## config.mk

```make
export PLATFORM = sky130hd
export DESIGN_NAME = ham_rx_deser
export DESIGN_NICKNAME = d
export VERILOG_FILES = /design/src/rtl/ham_pkg.sv /design/src/rtl/ham_rx_buf.sv /design/src/rtl/ham_rx_deser.sv
export SDC_FILE = /design/constraint.sdc
export NUM_CORES = 1
export LEC_CHECK = 0
export CORE_ASPECT_RATIO = 1.1
export CORE_MARGIN = 5
export CORE_UTILIZATION = 25
export CTS_BUF_LIST = sky130_fd_sc_hd__clkbuf_8
export CTS_CLUSTER_DIAMETER = 40
export DETAILED_ROUTE_END_ITERATION = 8
export PLACE_DENSITY = 0.51
export SLEW_MARGIN = 20
export SYNTH_ARGS = -nofsm -noshare
export SYNTH_HDL_FRONTEND = slang
export SYNTH_SLANG_ARGS = --single-unit
```

## constraint.sdc

```tcl
create_clock -name clk -period 1.5 [get_ports clk]
set_input_delay 0.15 -clock clk [delete_from_list [all_inputs] [get_ports clk]]
set_output_delay 0.15 -clock clk [all_outputs]
set_load 0.02 [all_outputs]
```

## src/rtl/ham_pkg.sv

```systemverilog
// Shared constants and types for the Hamming(12,8) serial receive path.
package ham_pkg;

  localparam int unsigned DATA_W = 12;
  localparam int unsigned MSG_W  = 8;

  typedef enum logic [1:0] {
    IDLE,
    DATA,
    STOP,
    BREAK
  } rxState_t;

  localparam logic START_BIT = 1'b0;
  localparam logic STOP_BIT  = 1'b1;

endpackage

```

## src/rtl/ham_rx_buf.sv

```systemverilog
// One-entry valid/ready output register. A new codeword is only accepted when
// the slot is empty or being drained in the same cycle; otherwise it is dropped.
module ham_rx_buf #(
  parameter int unsigned DATA_W = ham_pkg::DATA_W
) (
  input  logic          clk,
  input  logic          reset,
  input  logic          load,
  input  logic [1:DATA_W] loadData,
  input  logic          ready,
  output logic [1:DATA_W] data,
  output logic          valid,
  output logic          overrun
);

  logic accept;

  always_comb begin
    accept = load && (!valid || ready);
  end

  always_ff @(posedge clk or posedge reset) begin
    if (reset) begin
      data    <= '0;
      valid   <= 1'b0;
      overrun <= 1'b0;
    end else begin
      overrun <= load && !accept;
      if (accept) begin
        data  <= loadData;
        valid <= 1'b1;
      end else if (ready) begin
        valid <= 1'b0;
      end
    end
  end

endmodule

```

## src/rtl/ham_rx_deser.sv

```systemverilog
// Framed serial receiver: start bit, DATA_W data bits (index 1 first), stop bit.
// Completed frames go straight into the output buffer in the stop-bit cycle.
module ham_rx_deser
  import ham_pkg::*;
#(
  parameter int unsigned DATA_W = ham_pkg::DATA_W,
  parameter int unsigned CNT_W  = 4
) (
  input  logic            clk,
  input  logic            reset,
  input  logic            bit_stb,
  input  logic            ser_in,
  output logic [1:DATA_W] code_out,
  output logic            code_valid,
  input  logic            code_ready,
  output logic            frame_err,
  output logic            overrun
);

  rxState_t        state;
  logic [CNT_W-1:0] bitCnt;
  logic [1:DATA_W]  shiftReg;
  logic             frameDone;

  always_comb begin
    frameDone = bit_stb && (state == STOP) && (ser_in == STOP_BIT);
  end

  always_ff @(posedge clk or posedge reset) begin
    if (reset) begin
      state     <= IDLE;
      bitCnt    <= '0;
      shiftReg  <= '0;
      frame_err <= 1'b0;
    end else begin
      frame_err <= 1'b0;
      if (bit_stb) begin
        case (state)
          IDLE: begin
            if (ser_in == START_BIT) begin
              state  <= DATA;
              bitCnt <= '0;
            end
          end
          DATA: begin
            for (int unsigned i = 1; i <= DATA_W; i++) begin
              if (bitCnt == CNT_W'(i - 1)) shiftReg[i] <= ser_in;
            end
            bitCnt <= bitCnt + CNT_W'(1);
            if (bitCnt == CNT_W'(DATA_W - 1)) state <= STOP;
          end
          STOP: begin
            if (ser_in == STOP_BIT) begin
              state <= IDLE;
            end else begin
              frame_err <= 1'b1;
              state     <= BREAK;
            end
          end
          BREAK: begin
            // a held-low line must go high before a new start bit counts
            if (ser_in == STOP_BIT) state <= IDLE;
          end
          default: state <= IDLE;
        endcase
      end
    end
  end

  ham_rx_buf #(
    .DATA_W(DATA_W)
  ) u_buf (
    .clk     (clk),
    .reset   (reset),
    .load    (frameDone),
    .loadData(shiftReg),
    .ready   (code_ready),
    .data    (code_out),
    .valid   (code_valid),
    .overrun (overrun)
  );

endmodule

```

==> results of run 1 <==
==> where the power goes <==
| group | internal, mW | total, mW | leakage, nW | switching [mW] |
|---|---|---|---|---|
| registers | 1.14 | 1.32 | 0.430 | 0.181 |
| clock network | 0.357 | 0.652 | 0.0485 | 0.296 |
| logic | 0.463 | 0.868 | 0.421 | 0.406 |
| total | 1.96 | 2.84 | 0.900 | 0.883 |
==> synth_stat cells, drive strengths merged (3+ instances only) <==
library cell / instances / area, um2
nand2b: 3 / 18.8
o21ai: 5 / 25.0
inv: 4 / 15.0
dfrtp: 33 / 826
nor2: 3 / 13.8
nor2b: 3 / 26.3
mux2: 24 / 308
nand4: 4 / 25.0
nand3: 9 / 45.0
nand2: 5 / 18.8
buf: 4 / 35.0
ha: 4 / 50.1
==> per-layer routing <==
| layer | part of all wire | wire length [um] | up-vias | track usage |
|---|---|---|---|---|
| met5 | 0 | 0 | - | 0 |
| met4 | 0.026 | 74 | 0 | 0.0509 |
| met3 | 0.041 | 114 | 8 | 0.0296 |
| met2 | 0.51 | 1420 | 18 | 0.136 |
| met1 | 0.43 | 1190 | 488 | 0.0896 |
| li1 | - | - | 464 | - |
==> registers in the layout, indices dropped and copies added, names as in the netlist <==
signal and cells:
bitCnt 4, state 2, frame_err 1, u_buf.valid 1
u_buf.overrun 1, u_buf.data 12, shiftReg 12
==> critical path: stages, from the launching register on <==
cell                       delay (ns)
sky130_fd_sc_hd__dfrtp_1         0.38
sky130_fd_sc_hd__nand4b_2        0.25
sky130_fd_sc_hd__nor2b_4         0.21
sky130_fd_sc_hd__buf_12          0.17
sky130_fd_sc_hd__mux2_4          0.30
==> what timing repair did <==
action | 4_1_cts | 5_1_grt
hold buffers | 0 | 0
setup endpoints to repair | 0 | 15
resized for setup | 0 | 2
==> final cells by class <==
class | instances | area share
inverter | 4 | 0.00770
clock inverter | 1 | 0.00193
clock buffer | 6 | 0.0424
timing repair buffer | 30 | 0.146
multi-input combinational | 72 | 0.328
tap | 77 | 0.0494
sequential | 33 | 0.424
==> cells by family after synthesis <==
kind of cell / share of synthesized area
flops: 0.544
fa+ha+maj: 0.0330
compound gates: 0.0445
simple gates: 0.140
buf+inv: 0.0354
mux: 0.203
==> final timing paths <==
check,to,slack [ns],depth (start not counted),from
min,u_buf.data[10],0.25,3,reset
min in group clk,shiftReg[1],0.49,1,shiftReg[1]
max,u_buf.data[8],0.07,4,state[0]
max in group asynchronous,state[1],0.92,3,reset
max reg2reg,u_buf.data[8],0.07,4,state[0]
min reg2reg,shiftReg[1],0.49,1,shiftReg[1]
==> metrics by stage <==
step / util / hold slack (ns)
6_report: 0.334 / 0.254
5_1_grt: 0.334 / 0.306
4_1_cts: 0.333 / 0.274
3_5_place_dp: 0.318 / 0.489
3_3_place_gp: 0.318 / 0.480
2_1_floorplan: - / 0.279
==> qor.json, run 1 <==
{
  "initialDrtViolationCount": {"value": 19},
  "core_area": {"value": 5840, "unit": "um2"},
  "slew_headroom": {"value": 0.726},
  "finalSetupTns": {"value": 0, "unit": "ns"},
  "clock_tree.htree_level_count": {"value": 2},
  "min-delay-path-class": {"value": "in2async"},
  "first_global_vias": {"value": 1089},
  "worst_clock_skew": {"value": 0.00349, "unit": "ns"},
  "setup_viol_count_final": {"value": 0},
  "cts_buffer_depth": {"value": 2},
  "fmax": {"value": 0.700, "unit": "GHz"},
  "worst-endpoint-arrival": {"value": 1.59, "unit": "ns"},
  "critical_path.startpoint_type": {"value": "register"},
  "result_of_the_run": {"value": "complete, no violations"},
  "global_route.usage.total": {"value": 0.0823},
  "total_power": {"value": 2.84, "unit": "mW"},
  "syn-num-nets": {"value": 123},
  "portBuffers": {"value": 19},
  "weighted_congestion_at_the_end_of_routability_driven_global_placement": {"value": 0.769},
  "std_cell_rows": {"value": 29},
  "fillCellCount": {"value": 576},
  "netlist-cell-type-count": {"value": 31},
  "setup.worst_path.class": {"value": "reg2reg"},
  "design.portCount": {"value": 20},
  "dieWidth": {"value": 84.3, "unit": "um"},
  "critPathMaxFanout": {"value": 10},
  "worst_ep_required_time": {"value": 1.66, "unit": "ns"},
  "die-area": {"value": 7730, "unit": "um2"},
  "final_period_minus_worst_setup_slack": {"value": 1.43, "unit": "ns"},
  "dpl_worst_slack": {"value": -0.166, "unit": "ns"},
  "synth_async_sr_flop_share": {"value": 1.00},
  "grt_pass1_wl": {"value": 5020, "unit": "um"},
  "synth.yosys.seq_area_share": {"value": 0.544},
  "finish.net_count": {"value": 155},
  "layout.cells.most_common": {"value": "sky130_fd_sc_hd__dfrtp_1"},
  "vdd_drop_max": {"value": 0.568, "unit": "mV"},
  "ys_ff_latch": {"value": 33},
  "power_per_cell_area": {"value": 1460, "unit": "nW/um2"},
  "wl_per_cell": {"value": 12.6, "unit": "um"},
  "layout.cells.most_common_list": {"value": "sky130_fd_sc_hd__dfrtp_1, sky130_fd_sc_hd__clkdlybuf4s50_1, sky130_fd_sc_hd__mux2_4, sky130_fd_sc_hd__buf_4, sky130_fd_sc_hd__nand3_1"},
  "cts.clk_slew.worst_paths": {"value": 0.06, "unit": "ns"},
  "root_buffer_selected_by_cts": {"value": "sky130_fd_sc_hd__clkbuf_8"},
  "fin_area": {"value": 1950, "unit": "um2"},
  "cellLeakagePower": {"value": 0.900, "unit": "nW"},
  "dr_total_vias": {"value": 978},
  "n_antenna_cell": {"value": 0},
  "antenna_violation_net_count_after_detailed_routing": {"value": 0},
  "dominant_synthesized_flop_cell": {"value": "sky130_fd_sc_hd__dfrtp_1"},
  "syn_area": {"value": 1520, "unit": "um2"},
  "placed_cells_incl_taps": {"value": 216},
  "postRouteWirelength": {"value": 2810, "unit": "um"},
  "max_cap_violations": {"value": 0},
  "tritoncts_num_sinks": {"value": 33},
  "ratio_of_cells_with_drive_above_1_in_the_final_layout": {"value": 0.295},
  "place_area": {"value": 1860, "unit": "um2"},
  "clkLatencyLatePin": {"value": 0.28, "unit": "ns"},
  "timing_worst_slew_pin_value": {"value": 0.411, "unit": "ns"},
  "overflow": {"value": 0},
  "setup_slack": {"value": 0.0709, "unit": "ns"},
  "finish.cell_count_without_fillers": {"value": 223},
  "ys_warn_count": {"value": 0},
  "synth_area_per_cell": {"value": 13.3, "unit": "um2"},
  "grt_start_max_net_pins": {"value": 34},
  "chipHeight": {"value": 91.7, "unit": "um"},
  "vias_per_cell": {"value": 4.39},
  "final-hold-violation-count": {"value": 0},
  "dr.pass1.iters": {"value": 4},
  "worst_setup_path_end_kind": {"value": "register"},
  "synth_enable_flop_cells": {"value": 0},
  "detailedPlacementHpwl": {"value": 2070, "unit": "um"},
  "timing.final.crit_share": {"value": 0.953},
  "slew_violations": {"value": 0},
  "initial_core_util": {"value": 0.260},
  "multi_input_area": {"value": 639, "unit": "um2"},
  "post_synthesis_cell_count": {"value": 114},
  "seq_area": {"value": 827, "unit": "um2"},
  "cts_inserted_buffers": {"value": 5},
  "antenna_found_initial": {"value": 0},
  "area.growth.synth_to_final": {"value": 28.4, "unit": "%"},
  "grt_setup_unrepaired": {"value": "no"},
  "drc_errors": {"value": 0},
  "post-cts-setup-buffers": {"value": 0},
  "clock_tree_from_tritoncts": {"value": "yes"}
}
Note: power is estimated with default switching activity, not from simulation.
==> inputs of run 2 (changes only) <==
Settings changed: CORE_UTILIZATION 25 to 55, PLACE_DENSITY 0.51 to 0.89.
==> run 2 against run 1 <==
Sequential power hardly changed. Critical path type is now reg2out. Clock skew is 0.0068 ns higher. First-iteration DRC count is 37% higher. Fmax is 1.0% lower. Worst hold slack worse by 0.0050 ns.
==> qor.json, run 2 (same netlist as run 1, synthesis figures left out) <==
{
  "drc_errors": {"value": 0},
  "worst_ep_required_time": {"value": 1.35, "unit": "ns"},
  "worst_clock_skew": {"value": 0.0103, "unit": "ns"},
  "slew_violations": {"value": 0},
  "cts.clk_slew.worst_paths": {"value": 0.07, "unit": "ns"},
  "clkLatencyLatePin": {"value": 0.29, "unit": "ns"},
  "fmax": {"value": 0.692, "unit": "GHz"},
  "dr_total_vias": {"value": 980},
  "final_period_minus_worst_setup_slack": {"value": 1.44, "unit": "ns"},
  "routed-wl-met3": {"value": 141, "unit": "um"},
  "fillCellCount": {"value": 189},
  "cts_inserted_buffers": {"value": 5},
  "clock_tree_from_tritoncts": {"value": "yes"},
  "timing.rr.start": {"value": "state[0]"},
  "dieWidth": {"value": 60.1, "unit": "um"},
  "area.growth.synth_to_final": {"value": 25.3, "unit": "%"},
  "worst-endpoint-arrival": {"value": 1.29, "unit": "ns"},
  "min-delay-path-class": {"value": "in2async"},
  "postRouteWirelength": {"value": 2930, "unit": "um"},
  "critPathMaxFanout": {"value": 2},
  "tritoncts_num_sinks": {"value": 33},
  "grt_pass1_wl": {"value": 5100, "unit": "um"},
  "layout.cells.most_common": {"value": "sky130_fd_sc_hd__dfrtp_1"},
  "setup_viol_count_final": {"value": 0},
  "worst_path_dominant_cell_family": {"value": "buffers and inverters"},
  "timing.reg2reg.worst_path_depth": {"value": 4},
  "crit_chain": {"value": "clkdlybuf4s50_1"},
  "final_core_utilization": {"value": 0.704},
  "antenna_violation_net_count_after_detailed_routing": {"value": 0},
  "reg2reg_to": {"value": "u_buf.data[10]"},
  "power.net_switching": {"value": 0.933, "unit": "mW"},
  "clock_tree.htree_level_count": {"value": 2},
  "first_global_vias": {"value": 1083},
  "power.sequential.fraction": {"value": 0.449},
  "vdd_drop_max": {"value": 0.935, "unit": "mV"},
  "weighted_congestion_at_the_end_of_routability_driven_global_placement": {"value": 0.795},
  "worst_setup_path_end_kind": {"value": "output pin"},
  "result_of_the_run": {"value": "complete, no violations"},
  "initial_core_util": {"value": 0.562},
  "grt_setup_unrepaired": {"value": "no"},
  "std_cell_rows": {"value": 20},
  "critical_path.startpoint_type": {"value": "register"},
  "timing_worst_slew_pin_value": {"value": 0.400, "unit": "ns"},
  "grt_start_max_net_pins": {"value": 34},
  "slowest_stage": {"value": "sky130_fd_sc_hd__clkdlybuf4s50_1"},
  "met1_length": {"value": 1170, "unit": "um"},
  "dr.pass1.iters": {"value": 4},
  "chipHeight": {"value": 65.1, "unit": "um"},
  "cellLeakagePower": {"value": 0.901, "unit": "nW"},
  "root_buffer_selected_by_cts": {"value": "sky130_fd_sc_hd__clkbuf_8"},
  "final-hold-violation-count": {"value": 0},
  "core_area": {"value": 2700, "unit": "um2"},
  "finish.net_count": {"value": 154},
  "cts_hold_repair.buffers": {"value": 0},
  "placed_cells_incl_taps": {"value": 171},
  "antenna_found_initial": {"value": 0},
  "design.portCount": {"value": 20},
  "highest_layer": {"value": "met4"},
  "n_antenna_cell": {"value": 0},
  "detailedPlacementHpwl": {"value": 2170, "unit": "um"},
  "vias_per_cell": {"value": 5.47},
  "timing.hold.ws": {"value": 0.249, "unit": "ns"},
  "max_cap_violations": {"value": 0},
  "finish.cell_count_without_fillers": {"value": 179},
  "timing.final.crit_share": {"value": 0.963},
  "ratio_of_cells_with_drive_above_1_in_the_final_layout": {"value": 0.301},
  "post-cts-setup-buffers": {"value": 0},
  "wl_per_cell": {"value": 16.3, "unit": "um"},
  "layout.cells.most_common_list": {"value": "sky130_fd_sc_hd__dfrtp_1, sky130_fd_sc_hd__clkdlybuf4s50_1, sky130_fd_sc_hd__mux2_4"},
  "die-area": {"value": 3910, "unit": "um2"},
  "cts_buffer_depth": {"value": 2},
  "setup.worst_path.class": {"value": "reg2out"},
  "clock_power_share": {"value": 0.251},
  "slew_headroom": {"value": 0.733},
  "worstPathBufferInverterCount": {"value": 1},
  "power.share.switching": {"value": 0.316},
  "rrSetupSlack": {"value": 0.08, "unit": "ns"},
  "met2WireLength": {"value": 1480, "unit": "um"},
  "portBuffers": {"value": 19},
  "initialDrtViolationCount": {"value": 26},
  "global_route.usage.total": {"value": 0.186},
  "share_comb_of_total_power": {"value": 0.301},
  "overflow": {"value": 0},
  "top_regs": {"value": "shiftReg x12, u_buf.data x12, bitCnt x4"},
  "power_per_cell_area": {"value": 1550, "unit": "nW/um2"},
  "cpPeakStageDelay": {"value": 0.62, "unit": "ns"},
  "p_int": {"value": 2.02, "unit": "mW"}
}
-- run 2: cell count changes in the layout (fill, tap and decap cells not counted) --
cell                       before  now
sky130_fd_sc_hd__buf_4         10    9
sky130_fd_sc_hd__clkbuf_8       6    7
sky130_fd_sc_hd__clkinv_2       0    1
sky130_fd_sc_hd__inv_1          5    4
-- run 2: worst max path at each step --
| stage | startpoint | endpoint | slack [ns] | cells after the start |
|---|---|---|---|---|
| detailed placement | bit_stb | u_buf.data[5] | -0.24 | 5 |
| floorplan | state[1] | u_buf.data[10] | 0.16 | 4 |
| finish | u_buf.data[12] | code_out[12] | 0.06 | 1 |
| CTS | u_buf.data[5] | code_out[5] | 0.05 | 1 |
| global placement | bit_stb | u_buf.data[8] | -0.19 | 5 |
| global route | state[0] | u_buf.data[10] | 0.007 | 4 |
-- run 2: power by group through the flow --
stage	sequential, mW	combinational, mW	clock (mW)
after floorplan	1.33	0.569	0
after global placement	1.31	0.841	0
after detailed placement	1.34	0.884	0
after CTS	1.32	0.891	0.751
after global routing	1.36	1.00	0.785
final	1.32	0.887	0.739
-- run 2: cell type report --
cell class | count | area (um2) | share of cell area
tap | 33 | 41.3 | 0.0217
clock inverter | 1 | 5.00 | 0.00263
sequential | 33 | 827 | 0.435
timing repair buffer | 29 | 278 | 0.146
inverter | 4 | 15.0 | 0.00789
multi-input combinational | 72 | 639 | 0.336
clock buffer | 7 | 96.3 | 0.0507
-- run 2: worst min-delay path, delay by kind of cell --
kind                   cells  cell delay (ns)
buffers and inverters      3             0.81
-- run 2: stage by stage --
step	TNS, ns	setup WS, ns	power [mW]	area [um2]
after floorplan	0	0.161	1.90	1520
after global placement	-3.36	-0.189	2.15	1800
after detailed placement	-4.47	-0.240	2.23	1800
after CTS	0	0.0526	2.96	1900
after global routing	0	0.00652	3.15	1900
final	0	0.0559	2.95	1900
-- run 2: repair_timing --
item | in CTS | in global routing
endpoints found under the setup margin | 0 | 14
endpoints found under the hold margin | 0 | 0
gates resized for setup | 0 | 2
-- run 2: metal layers --
| metal | GRT usage | vias to the layer above |
|---|---|---|
| li1 | - | 466 |
| met1 | 0.213 | 479 |
| met2 | 0.291 | 23 |
| met3 | 0.0550 | 12 |
| met4 | 0.130 | 0 |
| met5 | 0 | - |
==> inputs of run 3 (changes only) <==
Settings changed: GPL_TIMING_DRIVEN set to 0.
==> run 3 against run 2 <==
Combinational power fell by 8.1%. Cell count fell by 3.9%. Power fell by 6.8%. Die area did not move. Non-clock buffer count fell by 5. Final area fell by 3.6%. Fmax fell by 0.83%. Clock power fell by 20%. Routed wire length fell by 7.6%. Count of clock-buffer cells in the layout fell by 2. Critical path type is now reg2reg. Highest routed layer unchanged.
==> qor.json, run 3 (same netlist as run 1, synthesis figures left out) <==
{
  "result_of_the_run": {"value": "complete, no violations"},
  "cpPeakStageDelay": {"value": 0.44, "unit": "ns"},
  "die-area": {"value": 3910, "unit": "um2"},
  "weighted_congestion_at_the_end_of_routability_driven_global_placement": {"value": 0.827},
  "power.net_switching": {"value": 0.879, "unit": "mW"},
  "dr_total_vias": {"value": 954},
  "power.share.switching": {"value": 0.320},
  "antenna_found_initial": {"value": 0},
  "layout.cells.most_common": {"value": "sky130_fd_sc_hd__dfrtp_1"},
  "setup.worst_path.class": {"value": "reg2reg"},
  "layout.cells.most_common_list": {"value": "sky130_fd_sc_hd__dfrtp_1, sky130_fd_sc_hd__clkdlybuf4s50_1, sky130_fd_sc_hd__mux2_4"},
  "clock_tree.htree_level_count": {"value": 2},
  "global_route.usage.total": {"value": 0.167},
  "placed_cells_incl_taps": {"value": 166},
  "worst_clock_skew": {"value": 0.00438, "unit": "ns"},
  "dieWidth": {"value": 60.1, "unit": "um"},
  "cellLeakagePower": {"value": 0.870, "unit": "nW"},
  "slew_violations": {"value": 0},
  "vias_per_cell": {"value": 5.55},
  "slowest_stage": {"value": "sky130_fd_sc_hd__dfrtp_1"},
  "crit_chain": {"value": "ha_2, and4b_1, mux2_2"},
  "rrSetupSlack": {"value": 0.04, "unit": "ns"},
  "first_global_vias": {"value": 1030},
  "setup_viol_count_final": {"value": 0},
  "ratio_of_cells_with_drive_above_1_in_the_final_layout": {"value": 0.273},
  "final_period_minus_worst_setup_slack": {"value": 1.46, "unit": "ns"},
  "std_cell_rows": {"value": 20},
  "drc_errors": {"value": 0},
  "clock_tree_from_tritoncts": {"value": "yes"},
  "tritoncts_num_sinks": {"value": 33},
  "cts_inserted_buffers": {"value": 5},
  "chipHeight": {"value": 65.1, "unit": "um"},
  "critical_path.startpoint_type": {"value": "register"},
  "n_antenna_cell": {"value": 0},
  "finalSetupTns": {"value": 0, "unit": "ns"},
  "grt_pass1_wl": {"value": 4700, "unit": "um"},
  "wl_per_cell": {"value": 15.7, "unit": "um"},
  "clock_power_share": {"value": 0.215},
  "cts_hold_repair.buffers": {"value": 0},
  "finish.cell_count_without_fillers": {"value": 172},
  "p_int": {"value": 1.87, "unit": "mW"},
  "initial_core_util": {"value": 0.562},
  "postRouteWirelength": {"value": 2700, "unit": "um"},
  "antenna_violation_net_count_after_detailed_routing": {"value": 0},
  "worst_ep_required_time": {"value": 1.67, "unit": "ns"},
  "fmax": {"value": 0.687, "unit": "GHz"},
  "portBuffers": {"value": 19},
  "cts.clk_slew.worst_paths": {"value": 0.06, "unit": "ns"},
  "initialDrtViolationCount": {"value": 39},
  "vdd_drop_max": {"value": 0.847, "unit": "mV"},
  "design.portCount": {"value": 20},
  "min-delay-path-class": {"value": "in2reg"},
  "top_regs": {"value": "shiftReg x12, u_buf.data x12, bitCnt x4"},
  "grt_start_max_net_pins": {"value": 34},
  "share_comb_of_total_power": {"value": 0.297},
  "power.sequential.fraction": {"value": 0.489},
  "place_area": {"value": 1750, "unit": "um2"},
  "slew_headroom": {"value": 0.553},
  "finish.net_count": {"value": 149},
  "clkLatencyLatePin": {"value": 0.28, "unit": "ns"},
  "critPathMaxFanout": {"value": 6},
  "timing_worst_slew_pin_value": {"value": 0.670, "unit": "ns"},
  "final-hold-violation-count": {"value": 0},
  "max_cap_violations": {"value": 0},
  "fillCellCount": {"value": 193},
  "fin_area": {"value": 1830, "unit": "um2"},
  "total_power": {"value": 2.75, "unit": "mW"},
  "cts_buffer_depth": {"value": 2},
  "overflow": {"value": 0},
  "worst_setup_path_end_kind": {"value": "register"},
  "area.growth.synth_to_final": {"value": 20.8, "unit": "%"},
  "power_per_cell_area": {"value": 1500, "unit": "nW/um2"},
  "dr.pass1.iters": {"value": 4},
  "worst-endpoint-arrival": {"value": 1.63, "unit": "ns"},
  "final_core_utilization": {"value": 0.678},
  "detailedPlacementHpwl": {"value": 1860, "unit": "um"},
  "root_buffer_selected_by_cts": {"value": "sky130_fd_sc_hd__clkbuf_8"},
  "grt_setup_unrepaired": {"value": "no"},
  "core_area": {"value": 2700, "unit": "um2"},
  "timing.final.crit_share": {"value": 0.971}
}
==> run 3: path summary, 6_finish.rpt <==
path                                    from             to  cells after the start
worst max register to register     bitCnt[0]   shiftReg[12]                      3
min in group asynchronous              reset  u_buf.data[2]                      2
worst max-delay path               bitCnt[0]   shiftReg[12]                      3
max in group asynchronous              reset       state[1]                      2
worst min register to register  shiftReg[10]   shiftReg[10]                      1
worst min-delay path                 bit_stb      frame_err                      3
==> run 3: stage by stage <==
stage	hold slack, ns	setup WS, ns
5_1_grt	0.291	0.00198
3_5_place_dp	0.490	-0.320
2_1_floorplan	0.279	0.161
4_1_cts	0.321	0.0101
6_report	0.275	0.0439
3_3_place_gp	0.475	-0.294
==> run 3: layer usage <==
metal | routed length (um) | global-route usage | share of wire
met2 | 1320 | 0.268 | 0.49
met1 | 1130 | 0.179 | 0.42
met3 | 158 | 0.0806 | 0.058
met4 | 96 | 0.0831 | 0.036
met5 | 0 | 0 | 0
==> run 3: layout make-up <==
cell class	instances	area, um2	area share
flip-flops and latches	33	827	0.451
clock inverters	1	5.00	0.00273
multi-input cells	72	643	0.351
repair buffers	20	199	0.109
clock buffers	5	68.8	0.0375
inverters	4	15.0	0.00819
plain buffers	4	33.8	0.0184
well taps	33	41.3	0.0225
==> run 3: what timing repair did <==
action                                  in CTS  in global routing
cloned                                       0                  0
endpoints found under the setup margin      10                 15
buffers inserted                             0                  1
pin swaps                                    0                  0
resized for setup                            1                  4
==> run 3: critical path, delay by kind of cell (launching register included) <==
family,cells,cell delay (ns)
flops,1,0.44
simple gates,1,0.29
fa+ha+maj,1,0.27
mux,1,0.35
==> run 3: power by group through the flow <==
stage / logic, mW / clock network [mW] / registers, mW
2_1_floorplan: 0.569 / 0 / 1.33
3_3_place_gp: 0.798 / 0 / 1.30
3_5_place_dp: 0.839 / 0 / 1.33
4_1_cts: 0.846 / 0.605 / 1.31
5_1_grt: 0.908 / 0.649 / 1.38
6_report: 0.815 / 0.590 / 1.34
